==> src/rtl/instruction_fetch_if.sv <==
// Instruction fetch bus: the memory read channel, the redirect input from
// execute and the valid/ready hand-off to decode, bundled for one fetch unit.
interface instruction_fetch_if #(
  parameter int addrSize  = 32,
  parameter int dataWidth = 32
);
  logic                 imemReq;
  logic [addrSize-1:0]  imemAddr;
  logic                 imemValid;
  logic [dataWidth-1:0] imemData;
  logic                 redirect;
  logic [addrSize-1:0]  redirectPC;
  logic                 instValid;
  logic [dataWidth-1:0] instruction;
  logic [addrSize-1:0]  instPC;
  logic                 instReady;

  modport master (
    output imemReq, imemAddr, instValid, instruction, instPC,
    input  imemValid, imemData, redirect, redirectPC, instReady
  );

  modport slave (
    input  imemReq, imemAddr, instValid, instruction, instPC,
    output imemValid, imemData, redirect, redirectPC, instReady
  );
endinterface

==> src/rtl/instruction_fetch.sv <==
// Instruction fetch unit: owns the program counter, streams sequential word
// fetches from instruction memory into a small PC-tagged FIFO and presents the
// head entry to decode. A redirect empties the FIFO, drops any outstanding
// fetch and restarts at the new PC after a one-cycle bubble.
module instruction_fetch #(
  parameter int                  addrSize  = 32,
  parameter int                  dataWidth = 32,
  parameter logic [addrSize-1:0] resetPC   = '0,
  parameter int                  pcStep    = 4,
  parameter int                  bufDepth  = 2
) (
  input  logic                 clk,
  input  logic                 rst,
  instruction_fetch_if.master  bus
);

  localparam int ptrW = (bufDepth > 1) ? $clog2(bufDepth) : 1;
  localparam int cntW = $clog2(bufDepth + 1);
  localparam logic [ptrW-1:0] lastIdx   = ptrW'(bufDepth - 1);
  localparam logic [cntW-1:0] fullCount = cntW'(bufDepth);

  typedef enum logic [1:0] {BOOT, FETCH, REDIR} stateType;

  stateType             state, nextState;
  logic [addrSize-1:0]  fetchPC;
  logic [cntW-1:0]      count, countNext;
  logic [ptrW-1:0]      rdPtr, wrPtr, rdPtrNext;
  logic [dataWidth-1:0] bufInst [bufDepth];
  logic [addrSize-1:0]  bufPC   [bufDepth];
  logic [dataWidth-1:0] headInst;
  logic [addrSize-1:0]  headPC;
  logic                 imemReq, hit, push, pop, pushToHead;

  // A hit that coincides with a redirect belongs to the abandoned path and is dropped.
  assign hit  = imemReq && bus.imemValid;
  assign push = hit && !bus.redirect;
  assign pop  = (count != '0) && bus.instReady;

  assign bus.imemReq     = imemReq;
  assign bus.imemAddr    = fetchPC;
  assign bus.instValid   = (count != '0);
  assign bus.instruction = headInst;
  assign bus.instPC      = headPC;

  // State register; reset parks the unit in BOOT for one bubble cycle.
  always_ff @(posedge clk or posedge rst) begin
    if (rst) state <= BOOT;
    else     state <= nextState;
  end

  // Next state and request decode; requests only while the buffer has room, so a hit can never overflow it.
  always_comb begin
    nextState = FETCH;
    imemReq   = 1'b0;
    case (state)
      BOOT:    nextState = FETCH;
      FETCH: begin
        imemReq   = (count < fullCount);
        nextState = FETCH;
      end
      REDIR:   nextState = FETCH;
      default: nextState = BOOT;
    endcase
    if (bus.redirect) nextState = REDIR;
  end

  // Fetch PC advances only on an accepted hit; redirect overrides and wraps are left to modulo arithmetic.
  always_ff @(posedge clk or posedge rst) begin
    if (rst)               fetchPC <= resetPC;
    else if (bus.redirect) fetchPC <= bus.redirectPC;
    else if (push)         fetchPC <= fetchPC + addrSize'(pcStep);
  end

  // Occupancy and read-pointer lookahead, plus whether this cycle's push lands directly at the head.
  always_comb begin
    rdPtrNext = rdPtr;
    if (pop) rdPtrNext = (rdPtr == lastIdx) ? '0 : rdPtr + ptrW'(1);
    countNext = count;
    case ({push, pop})
      2'b10:   countNext = count + cntW'(1);
      2'b01:   countNext = count - cntW'(1);
      default: countNext = count;
    endcase
    pushToHead = push && ((count == '0) || ((count == cntW'(1)) && pop));
  end

  // FIFO storage; entries need no reset because occupancy gates their visibility.
  always_ff @(posedge clk) begin
    if (push) begin
      bufInst[wrPtr] <= bus.imemData;
      bufPC[wrPtr]   <= fetchPC;
    end
  end

  // FIFO control and registered head; the head keeps its last value while the buffer is empty.
  always_ff @(posedge clk or posedge rst) begin
    if (rst) begin
      count    <= '0;
      rdPtr    <= '0;
      wrPtr    <= '0;
      headInst <= '0;
      headPC   <= '0;
    end else if (bus.redirect) begin
      count <= '0;
      rdPtr <= '0;
      wrPtr <= '0;
    end else begin
      count <= countNext;
      rdPtr <= rdPtrNext;
      if (push) wrPtr <= (wrPtr == lastIdx) ? '0 : wrPtr + ptrW'(1);
      if (countNext != '0) begin
        if (pushToHead) begin
          headInst <= bus.imemData;
          headPC   <= fetchPC;
        end else begin
          headInst <= bufInst[rdPtrNext];
          headPC   <= bufPC[rdPtrNext];
        end
      end
    end
  end

endmodule

==> src/flat_wrapper.sv <==
// flat-port wrapper written by rule: the top's interface ports become plain ports
module instruction_fetch_flat 
#(
  parameter int                  addrSize  = 32,
  parameter int                  dataWidth = 32,
  parameter logic [addrSize-1:0] resetPC   = '0,
  parameter int                  pcStep    = 4,
  parameter int                  bufDepth  = 2
)
  (clk, rst, bus_imemReq, bus_imemAddr, bus_instValid, bus_instruction, bus_instPC, bus_imemValid, bus_imemData, bus_redirect, bus_redirectPC, bus_instReady);
  instruction_fetch_if #(.addrSize(addrSize), .dataWidth(dataWidth)) bus_i ();
  input  logic clk;
  input  logic rst;
  output wire logic [$bits(bus_i.imemReq)-1:0] bus_imemReq;
  output wire logic [$bits(bus_i.imemAddr)-1:0] bus_imemAddr;
  output wire logic [$bits(bus_i.instValid)-1:0] bus_instValid;
  output wire logic [$bits(bus_i.instruction)-1:0] bus_instruction;
  output wire logic [$bits(bus_i.instPC)-1:0] bus_instPC;
  input wire logic [$bits(bus_i.imemValid)-1:0] bus_imemValid;
  input wire logic [$bits(bus_i.imemData)-1:0] bus_imemData;
  input wire logic [$bits(bus_i.redirect)-1:0] bus_redirect;
  input wire logic [$bits(bus_i.redirectPC)-1:0] bus_redirectPC;
  input wire logic [$bits(bus_i.instReady)-1:0] bus_instReady;
  assign bus_imemReq = bus_i.imemReq;
  assign bus_imemAddr = bus_i.imemAddr;
  assign bus_instValid = bus_i.instValid;
  assign bus_instruction = bus_i.instruction;
  assign bus_instPC = bus_i.instPC;
  assign bus_i.imemValid = bus_imemValid;
  assign bus_i.imemData = bus_imemData;
  assign bus_i.redirect = bus_redirect;
  assign bus_i.redirectPC = bus_redirectPC;
  assign bus_i.instReady = bus_instReady;
  instruction_fetch #(.addrSize(addrSize), .dataWidth(dataWidth), .resetPC(resetPC), .pcStep(pcStep), .bufDepth(bufDepth)) u_core (.clk(clk), .rst(rst), .bus(bus_i));
endmodule
==> config.mk <==
export PLATFORM = sky130hd
export DESIGN_NAME = instruction_fetch_flat
export DESIGN_NICKNAME = d
export VERILOG_FILES = /design/src/rtl/instruction_fetch_if.sv /design/src/rtl/instruction_fetch.sv /design/src/flat_wrapper.sv
export SDC_FILE = /design/constraint.sdc
export NUM_CORES = 1
export LEC_CHECK = 0
export BUFFER_PORTS_ARGS = -buffer_cell sky130_fd_sc_hd__buf_2
export CAP_MARGIN = 20
export CORE_ASPECT_RATIO = 2
export CORE_UTILIZATION = 50
export CTS_BUF_LIST = sky130_fd_sc_hd__clkbuf_8 sky130_fd_sc_hd__clkbuf_16
export CTS_CLUSTER_SIZE = 12
export DETAILED_ROUTE_END_ITERATION = 8
export MAX_ROUTING_LAYER = met4
export PLACE_DENSITY_LB_ADDON = 0.2
export SKIP_LAST_GASP = 1
export SYNTH_ARGS = -nofsm -noshare
export SYNTH_HDL_FRONTEND = slang
export SYNTH_SLANG_ARGS = --single-unit
==> constraint.sdc <==
create_clock -name clk -period 5.3 [get_ports clk]
set_input_delay 0.53 -clock clk [delete_from_list [all_inputs] [get_ports clk]]
set_output_delay 0.53 -clock clk [all_outputs]
set_load 0.02 [all_outputs]
== After elaboration in Yosys (flattened, before gate mapping) ==
Memory sizes are Yosys's and may differ from the RTL's.
Index checks and enable logic that the tools add are counted.
W data, S select, Z words.
Storage, ports and cells
  register bits: 102
  RAM bits: 128
  bits of input ports: 69
  output and inout port bits: 98
  word-level logic and storage cells: 52
  memories: 2
Memory list
  u_core.bufInst: depth 2, width 32, rd ports 1, clocked after memory_dff 0, write ports 1, line instruction_fetch.sv:28  | logic [dataWidth-1:0] bufInst [bufDepth];
  u_core.bufPC: depth 2, width 32, rd ports 1, clocked after memory_dff 0, write ports 1, line instruction_fetch.sv:29  | logic [addrSize-1:0] bufPC [bufDepth];
Cells by class
  $add $sub $neg: 5
  order comparisons: 1
  eq/ne operators: 5
  multiplexer cells: 17
  bitwise logic cells: 1
  reductions and logical operators: 14
Operators by type and width (count)
  $mux W32: 4
  $add A32 B3 Y32 const B: 1
  $mux W1: 10
  $eq A2 B1 Y1 const B: 3
  $reduce_bool A2 Y1: 3
  $logic_and A1 B1 Y1: 5
  $eq A2 B2 Y1 const B: 2
  $logic_not A2 Y1: 2
  $mux W2: 2
  $pmux W2 S2: 1
  $reduce_or A3 Y1: 1
  $add A1 B1 Y1 const B: 2
  $add A2 B1 Y2 const B: 1
  $lt A2 B2 Y1 const B: 1
  $reduce_and A2 Y1: 1
  $sub A2 B1 Y2 const B: 1
  $logic_not A1 Y1: 1
  $logic_or A1 B1 Y1: 1
  $not A1 Y1: 1

== Logic depth before layout (Yosys ltp) ==
Gate-level depths: netlist of the first run.
  depth in word-level cells: 8
  depth in mapped cells: 10
  mapped depth without buffers: 7

== Worst setup path after synthesis of the first run ==
Ideal clock, no wire load.
  path type: input -> register
  start: input bus_redirect
  end: memory u_core.bufInst[0][0] (enable)
  setup time: 0.565 ns
  arrival time: 5.321 ns
  setup slack: -0.586 ns
  stages: 3
  buffers on the path: 2
  path through: clkbuf_1 > clkbuf_1 > nor3_1
Between the ends
  word-level cells in the longest chain between the ends: 4
Ends and longest elaborated chain
  start: declaration: line flat_wrapper.sv:21  | input wire logic [$bits(bus_i.redirect)-1:0] bus_redirect;
  $logic_not A1 Y1: line instruction_fetch.sv:36  | assign push = hit && !bus.redirect;
  $logic_and A1 B1 Y1: line instruction_fetch.sv:36
  $mux W1: line instruction_fetch.sv:89  | if (push) begin
  $mux W1 (implied by the code): line instruction_fetch.sv:90  | bufInst[wrPtr] <= bus.imemData;
  end: declaration: line instruction_fetch.sv:28
Every way passes these cells.

== Worst setup path in the final report of the first run ==
  start: register u_core.count[0]
  end: register u_core.headInst[1] (netlist: u_core.bus.instruction[1])
Between the ends
  word-level cells in the longest chain between the ends: 8
  elaborated cells on any way between the ends: 21
Ends and longest elaborated chain
  start: declaration: line instruction_fetch.sv:26  | logic [cntW-1:0] count, countNext;
  start signal: assignment: line instruction_fetch.sv:108  | count <= countNext;
  $lt A2 B2 Y1: line instruction_fetch.sv:58  | imemReq = (count < fullCount);
  $mux W1: line instruction_fetch.sv:55  | case (state)
  $logic_and A1 B1 Y1: line instruction_fetch.sv:35  | assign hit = imemReq && bus.imemValid;
  $logic_and A1 B1 Y1: line instruction_fetch.sv:36
  $eq A2 B1 Y1 / $eq A2 B2 Y1 (equally long branches): line instruction_fetch.sv:79  | case ({push, pop})
  $pmux W2 S2: line instruction_fetch.sv:79
  $reduce_bool A2 Y1: line instruction_fetch.sv:111  | if (countNext != '0) begin
  $reduce_and A2 Y1 (no source line)
  end signal: assignment: line instruction_fetch.sv:113  | headInst <= bus.imemData;
  end signal: assignment: line instruction_fetch.sv:116  | headInst <= bufInst[rdPtrNext];
  end: declaration: line instruction_fetch.sv:30  | logic [dataWidth-1:0] headInst;
Several ways; a longest one is shown, not always the timed one.
A chain may end at the register's enable or synchronous reset.

==> flow_metrics.tcl, run 1 <==
set metrics [dict create \
    wl_um 20700 \
    port_buffers 166 \
    critPathKind "reg -> reg" \
    post-route-min-period_ns 3.06 \
    placementRows 71 \
    gp_congestion 0.789 \
    synth.avg_cell_area_um2 13.7 \
    p_per_area_mw_per_mm2 506 \
    netlist.area_leader.share_pct 40.0 \
    clockBufferDepth 3 \
    wl_per_cell_um 18.2 \
    vdd_drop_max_mv 0.286 \
    grt_pass1_wl_um 33000 \
    grt_start_max_net_pins 69 \
    required_ns 5.69 \
    synth_area_mm2 0.00961 \
    dr.pass1.iters 4 \
    synth-main-ff-cell "edfxtp_1" \
    final_core_util_pct 60.3 \
    setup_viol 0 \
    dieArea_mm2 0.0198 \
    max_cap_violations 0 \
    critPathLaunchType "flop" \
    slew_headroom_pct 22.4 \
    viasPerCell 5.32 \
    drc 0 \
    crit_start "u_core.count[0]" \
    htree_levels 1 \
    cp_max_fo 64 \
    track_usage_pct 22.1 \
    initial_utilization_pct 51.0 \
    cp_top_family "buffers and inverters" \
    worstPathCellList "inv_1, ha_1, nor2b_1, xnor2_1, o311ai_4, buf_4, mux2_1" \
    setup_tns_ns 0 \
    ys_ff_latch 230 \
    postCtsSetupRepairBufs 0 \
    synthesis.nets 771 \
    cts_resized 0 \
    synthArstFlopShare_pct 44.3 \
    max_stage_delay_ns 0.76 \
    die_height_um 198 \
    cp-end-kind "flop" \
    final_layout_size_suffix_gt1_share_pct 24.9 \
    power.leakage_nw 4.82 \
    critPathBufInv 2 \
    min_path_type "in -> async" \
    ys_seq_area_share_pct 66.6 \
    crit_cells 7 \
    nets 935 \
    cts-hold-fix-buffers 0 \
    power_w 0.00574 \
    syn_inst 699 \
    ff2ff_path_depth 7 \
    grt_pass1_vias 6475 \
    whs_ns 0.171 \
    dr_total_vias 6052 \
    fin_worst_skew_ns 0.0145 \
    synth_warnings 0 \
    grt_antenna_before_repair 2 \
    cts.sinks 230 \
    status "finished clean" \
    hold_viol 0 \
    antenna_left 0 \
    maxSlewViolCount 0 \
    numCtsBuffers 23 \
    dp.final_hpwl_um 13000 \
    yosysTopAreaCell "edfxtp_1" \
    die_w_um 100 \
    ios 167 \
    arrival_ns 3.45 \
    rsz0062_at_grt "false" \
    ys_top_cells_by_area "edfxtp_1, dfrtp_1, mux2_1" \
    ys_types 34 \
    cts-root-buf "clkbuf_16" \
    drt_iter0_markers 241 \
    area_delta_synth_final_pct 18.1 \
    clkTransAtPathRegs_ns 0.06 \
    cts_tree "built" \
    synth_edf_count 128 \
    period_share_pct 57.8 \
    crit_path_top_delay_cell "buf_4" \
    grt_overflow 0 \
    insertion_delay_ns 0.51 \
    worst_pin_slew_ns 1.15 \
    reg2reg_from "u_core.count[0]" \
    fmax_mhz 326 \
    coreArea_mm2 0.0188 \
]
[layout make-up]
cell class | count | area, um2
diodes | 3 | 7.51
fillers | 1601 | 7480
inverters | 9 | 36.3
clock buffers | 23 | 576
flip-flops and latches | 230 | 6400
well taps | 255 | 319
repair buffers | 176 | 926
multi-input cells | 423 | 3010
clock inverters | 18 | 80.1
[synth_stat cells, types with 10 or more instances]
cell	number
nand4_1	14
edfxtp_1	128
xor2_1	21
dfrtp_1	102
o21ai_0	88
nor2_1	11
nand2_1	101
buf_2	10
mux2i_1	65
mux2_1	60
clkbuf_1	17
xnor2_1	12
[kinds of logic after synthesis]
group	share of synthesized area, %
buffers and inverters	2.43
muxes	14.9
and+or+nand+nor	7.49
xor gates and xnor gates	3.01
AOI/OAI and AO/OA	5.27
DFF	66.6
adders and majority gates	0.391
[final timing paths]
kind                       slack, ns                         end
max                             2.24   u_core.bus.instruction[1]
min                             0.17  u_core.bus.instruction[25]
max reg2reg                     2.24   u_core.bus.instruction[1]
min reg2reg                     0.48   u_core.bus.instruction[8]
max in group asynchronous       3.95     u_core.bus.imemAddr[21]
min in group clk                0.23        u_core.bufInst[1][0]
[cell usage in the layout (no fill, tap or decap), types with 2 or more instances in the layout]
master       n
a21oi_1      3
and3_1       6
buf_2      166
buf_4        9
clkbuf_16   23
dfrtp_1    102
diode_2      3
edfxtp_1   128
ha_1         3
inv_1       24
mux2_1      60
mux2_2       9
mux2i_1     65
nand2_1    101
nand3_1      8
nand4_1     14
nand4bb_1    2
nor2_1      11
nor3_1       2
o21ai_0     88
o21ai_1      5
xnor2_1     11
xor2_1      21
[power breakdown]
group	switching, W	internal, W	total [W]
registers	0.000205	0.00221	0.00242
clock network	0.000643	0.000786	0.00143
logic	0.00110	0.000792	0.00189
[per-stage QoR]
step                      setup WS [ns]  instance area (um2)  instances
after floorplan                    1.37                 9620        699
after global placement             2.24                10700       1092
after detailed placement           2.07                10700       1092
after CTS                          2.08                11300       1133
after global routing               2.03                11300       1136
final                              2.24                11300       1137
[layer usage]
metal | GRT usage (%) | share of wire (%) | vias to the layer above
li1 | - | - | 2853
met1 | 24.3 | 39 | 3014
met2 | 40.6 | 55 | 155
met3 | 3.28 | 4.7 | 30
met4 | 6.71 | 1.8 | 0
met5 | - | 0 | -
[registers in the layout, indices dropped and copies added (netlist names)]
name,count
u_core.bufInst,64
u_core.bufPC,64
u_core.bus.imemAddr,32
u_core.bus.instPC,32
u_core.bus.instruction,32
u_core.count,2
u_core.state,2
u_core.rdPtr,1
u_core.wrPtr,1
(Power assumes the default switching activity.)
==> run 2: changes to the inputs <==
--- a/config.mk
+++ b/config.mk
@@ -5,10 +5,11 @@
 export SDC_FILE = /design/constraint.sdc
 export NUM_CORES = 1
 export LEC_CHECK = 0
+export ABC_AREA = 1
 export BUFFER_PORTS_ARGS = -buffer_cell sky130_fd_sc_hd__buf_2
 export CAP_MARGIN = 20
 export CORE_ASPECT_RATIO = 2
-export CORE_UTILIZATION = 50
+export CORE_UTILIZATION = 52
 export CTS_BUF_LIST = sky130_fd_sc_hd__clkbuf_8 sky130_fd_sc_hd__clkbuf_16
 export CTS_CLUSTER_SIZE = 12
 export DETAILED_ROUTE_END_ITERATION = 8
==> constraint.sdc (replaced) <==
create_clock -name clk -period 2.8 [get_ports clk]
set_input_delay 0.28 -clock clk [delete_from_list [all_inputs] [get_ports clk]]
set_output_delay 0.28 -clock clk [all_outputs]
set_load 0.02 [all_outputs]
==> run 2 against run 1 <==
Effect of this change: sequential share of layout area decreased by 6.9 points; wire length increased by 30%; final area increased by 14%; clock skew decreased by 0.0079 ns; setup slack got worse by 1.6 ns; first-iteration DRC count increased by 71%; critical path depth increased by 5; hold slack got worse by 0.15 ns; register-to-register slack got worse by 1.6 ns; non-clock buffer count increased by 53; largest power group unchanged.
==> flow_metrics.tcl, run 2 <==
set metrics [dict create \
    coreArea_mm2 0.0206 \
    netlist.area_leader.share_pct 35.2 \
    place_ws_ns 0.622 \
    synthArstFlopShare_pct 44.3 \
    maxSlewViolCount 0 \
    port_buffers 166 \
    post-route-min-period_ns 2.17 \
    yosysMostFrequentCell "nand2_1" \
    cp_max_fo 64 \
    cts.sinks 230 \
    ys_top_cells_by_area "edfxtp_1, dfrtp_1, nand2_1" \
    fmax_mhz 461 \
    area_delta_synth_final_pct 18.3 \
    ys_types 38 \
    required_ns 3.24 \
    min_path_type "in -> reg" \
    ys_ff_latch 230 \
    hold_path_end "u_core.bus.imemAddr[27]" \
    insertion_delay_ns 0.51 \
    antenna_cells 0 \
    ff2ff_path_depth 12 \
    setup_tns_ns 0 \
    dieArea_mm2 0.0216 \
    cp-end-kind "flop" \
    postCtsSetupRepairBufs 0 \
    arrival_ns 2.62 \
    final_layout_size_suffix_gt1_share_pct 22.5 \
    dr.pass1.iters 7 \
    setup_viol 0 \
    die_height_um 207 \
    synthesis.nets 1158 \
    power.leakage_nw 5.99 \
    worstHoldStart "bus_redirectPC[27]" \
    final_cell_mix "nand2_1, buf_2, inv_1" \
    reg2reg_from "u_core.count[1]" \
    synth-main-ff-cell "edfxtp_1" \
    syn_inst 1086 \
    grt_start_max_net_pins 103 \
    setup_ws_ns 0.629 \
    numCtsBuffers 23 \
    critPathKind "reg -> reg" \
    grt_overflow 0 \
    nets 1355 \
    wl_um 26800 \
    synth_area_mm2 0.0109 \
    clkTransAtPathRegs_ns 0.06 \
    wl_per_cell_um 17.1 \
    initial_utilization_pct 53.2 \
    dr_total_vias 8238 \
    fin_worst_skew_ns 0.00660 \
    rsz0062_at_grt "false" \
    period_share_pct 77.5 \
    drt_iter0_markers 411 \
    slew_headroom_pct 48.3 \
    status "finished clean" \
    clockBufferDepth 3 \
    grt_antenna_before_repair 0 \
    p_per_area_mw_per_mm2 904 \
    hold_depth 3 \
    placementRows 74 \
    track_usage_pct 25.8 \
    synth.avg_cell_area_um2 10.1 \
    r2r-end "u_core.bus.instruction[25]" \
    fill_cells 1794 \
    htree_levels 1 \
    largestRegisters "u_core.bufInst (64), u_core.bufPC (64)" \
    whs_ns 0.0167 \
    max_cap_violations 0 \
    ios 167 \
    synth_warnings 0 \
    viasPerCell 5.26 \
    ys_seq_area_share_pct 58.5 \
    cts_tree "built" \
    gp_congestion 0.923 \
    critPathLaunchType "flop" \
    grt_pass1_vias 8098 \
    reg2reg_slack_ns 0.63 \
    hold_viol 0 \
    final_common_cell "nand2_1" \
    synth_edf_count 128 \
    drc 0 \
    grt_pass1_wl_um 42100 \
    cts-root-buf "clkbuf_16" \
    worst_pin_slew_ns 0.775 \
    placed_area_mm2 0.0118 \
    yosysTopAreaCell "edfxtp_1" \
    synthTopCellsByCount "nand2_1, edfxtp_1, inv_1" \
    die_w_um 105 \
    antenna_left 0 \
    final_cell_area_mm2 0.0129 \
    dp.final_hpwl_um 17000 \
    vdd_drop_max_mv 0.712 \
]
[run 2: cell count changes after synthesis, sizes merged, moves of 37 or more]
cell    change
inv       +113
mux2       -69
mux2i      -65
nand2     +207
nand3      +90
nor2       +60
o211ai     +37
[run 2: metrics by stage]
stage | std cells | utilization, % | power (W)
finish | 1565 | 62.9 | 0.0117
global route | 1565 | 62.9 | 0.0124
CTS | 1564 | 62.8 | 0.0118
detailed placement | 1476 | 57.3 | 0.00894
global placement | 1476 | 57.3 | 0.00884
floorplan | 1086 | - | 0.00797
[run 2: layout make-up]
cell class              count  area [um2]  area share [%]
clock buffers              23         576            4.45
flip-flops and latches    230        6400            49.5
multi-input cells         677        3550            27.5
inverters                 122         472            3.65
well taps                 266         333            2.58
clock inverters            18        95.1           0.736
repair buffers            229        1500            11.6
[run 2: logic make-up after synthesis]
family | after synthesis | synth area share, %
AOI/OAI and AO/OA | 165 | 8.71
and+or+nand+nor | 496 | 22.1
buffers and inverters | 179 | 9.23
adders and majority gates | 3 | 0.344
DFF | 230 | 58.5
xor gates and xnor gates | 13 | 1.11
[run 2: what timing repair did]
action | in CTS | in global routing
hold buffers | 47 | 1
gates resized for setup | 0 | 0
hold endpoints to repair | 179 | 1
[run 2: worst max-delay path by stage]
stage,cells after the start,startpoint,end
2_1_floorplan,4,u_core.state[1],u_core.bufInst[0][0]
3_3_place_gp,12,u_core.count[1],u_core.bus.instPC[27]
3_5_place_dp,12,u_core.count[0],u_core.bus.instPC[27]
4_1_cts,12,u_core.count[0],u_core.bus.instPC[27]
5_1_grt,12,u_core.count[1],u_core.bus.instPC[21]
6_report,12,u_core.count[1],u_core.bus.instruction[25]
[run 2: worst max-delay path, stage by stage, from the launching register on]
cell and delay, ns:
dfrtp_1 0.40, inv_2 0.12, ha_1 0.17, inv_2 0.05, nand2_4 0.09, nand4_2 0.16
nand2_1 0.09, nand2_1 0.06, nand2_2 0.07, nand2_4 0.07, nand2_4 0.55, nand2_1 0.14
nand2_1 0.10
[run 2: metal layers]
metal | global-route usage, % | part of all wire (%) | up-vias
li1 | - | - | 3990
met1 | 27.9 | 38 | 3867
met2 | 45.3 | 52 | 297
met3 | 2.89 | 5.0 | 84
met4 | 15.0 | 5.4 | 0
met5 | - | 0 | -
[run 2: power breakdown]
| group | leakage, nW | switching (W) | internal, W |
|---|---|---|---|
| sequential | 2.40 | 0.000453 | 0.00420 |
| clock | 0.383 | 0.00122 | 0.00157 |
| combinational | 3.21 | 0.00278 | 0.00146 |
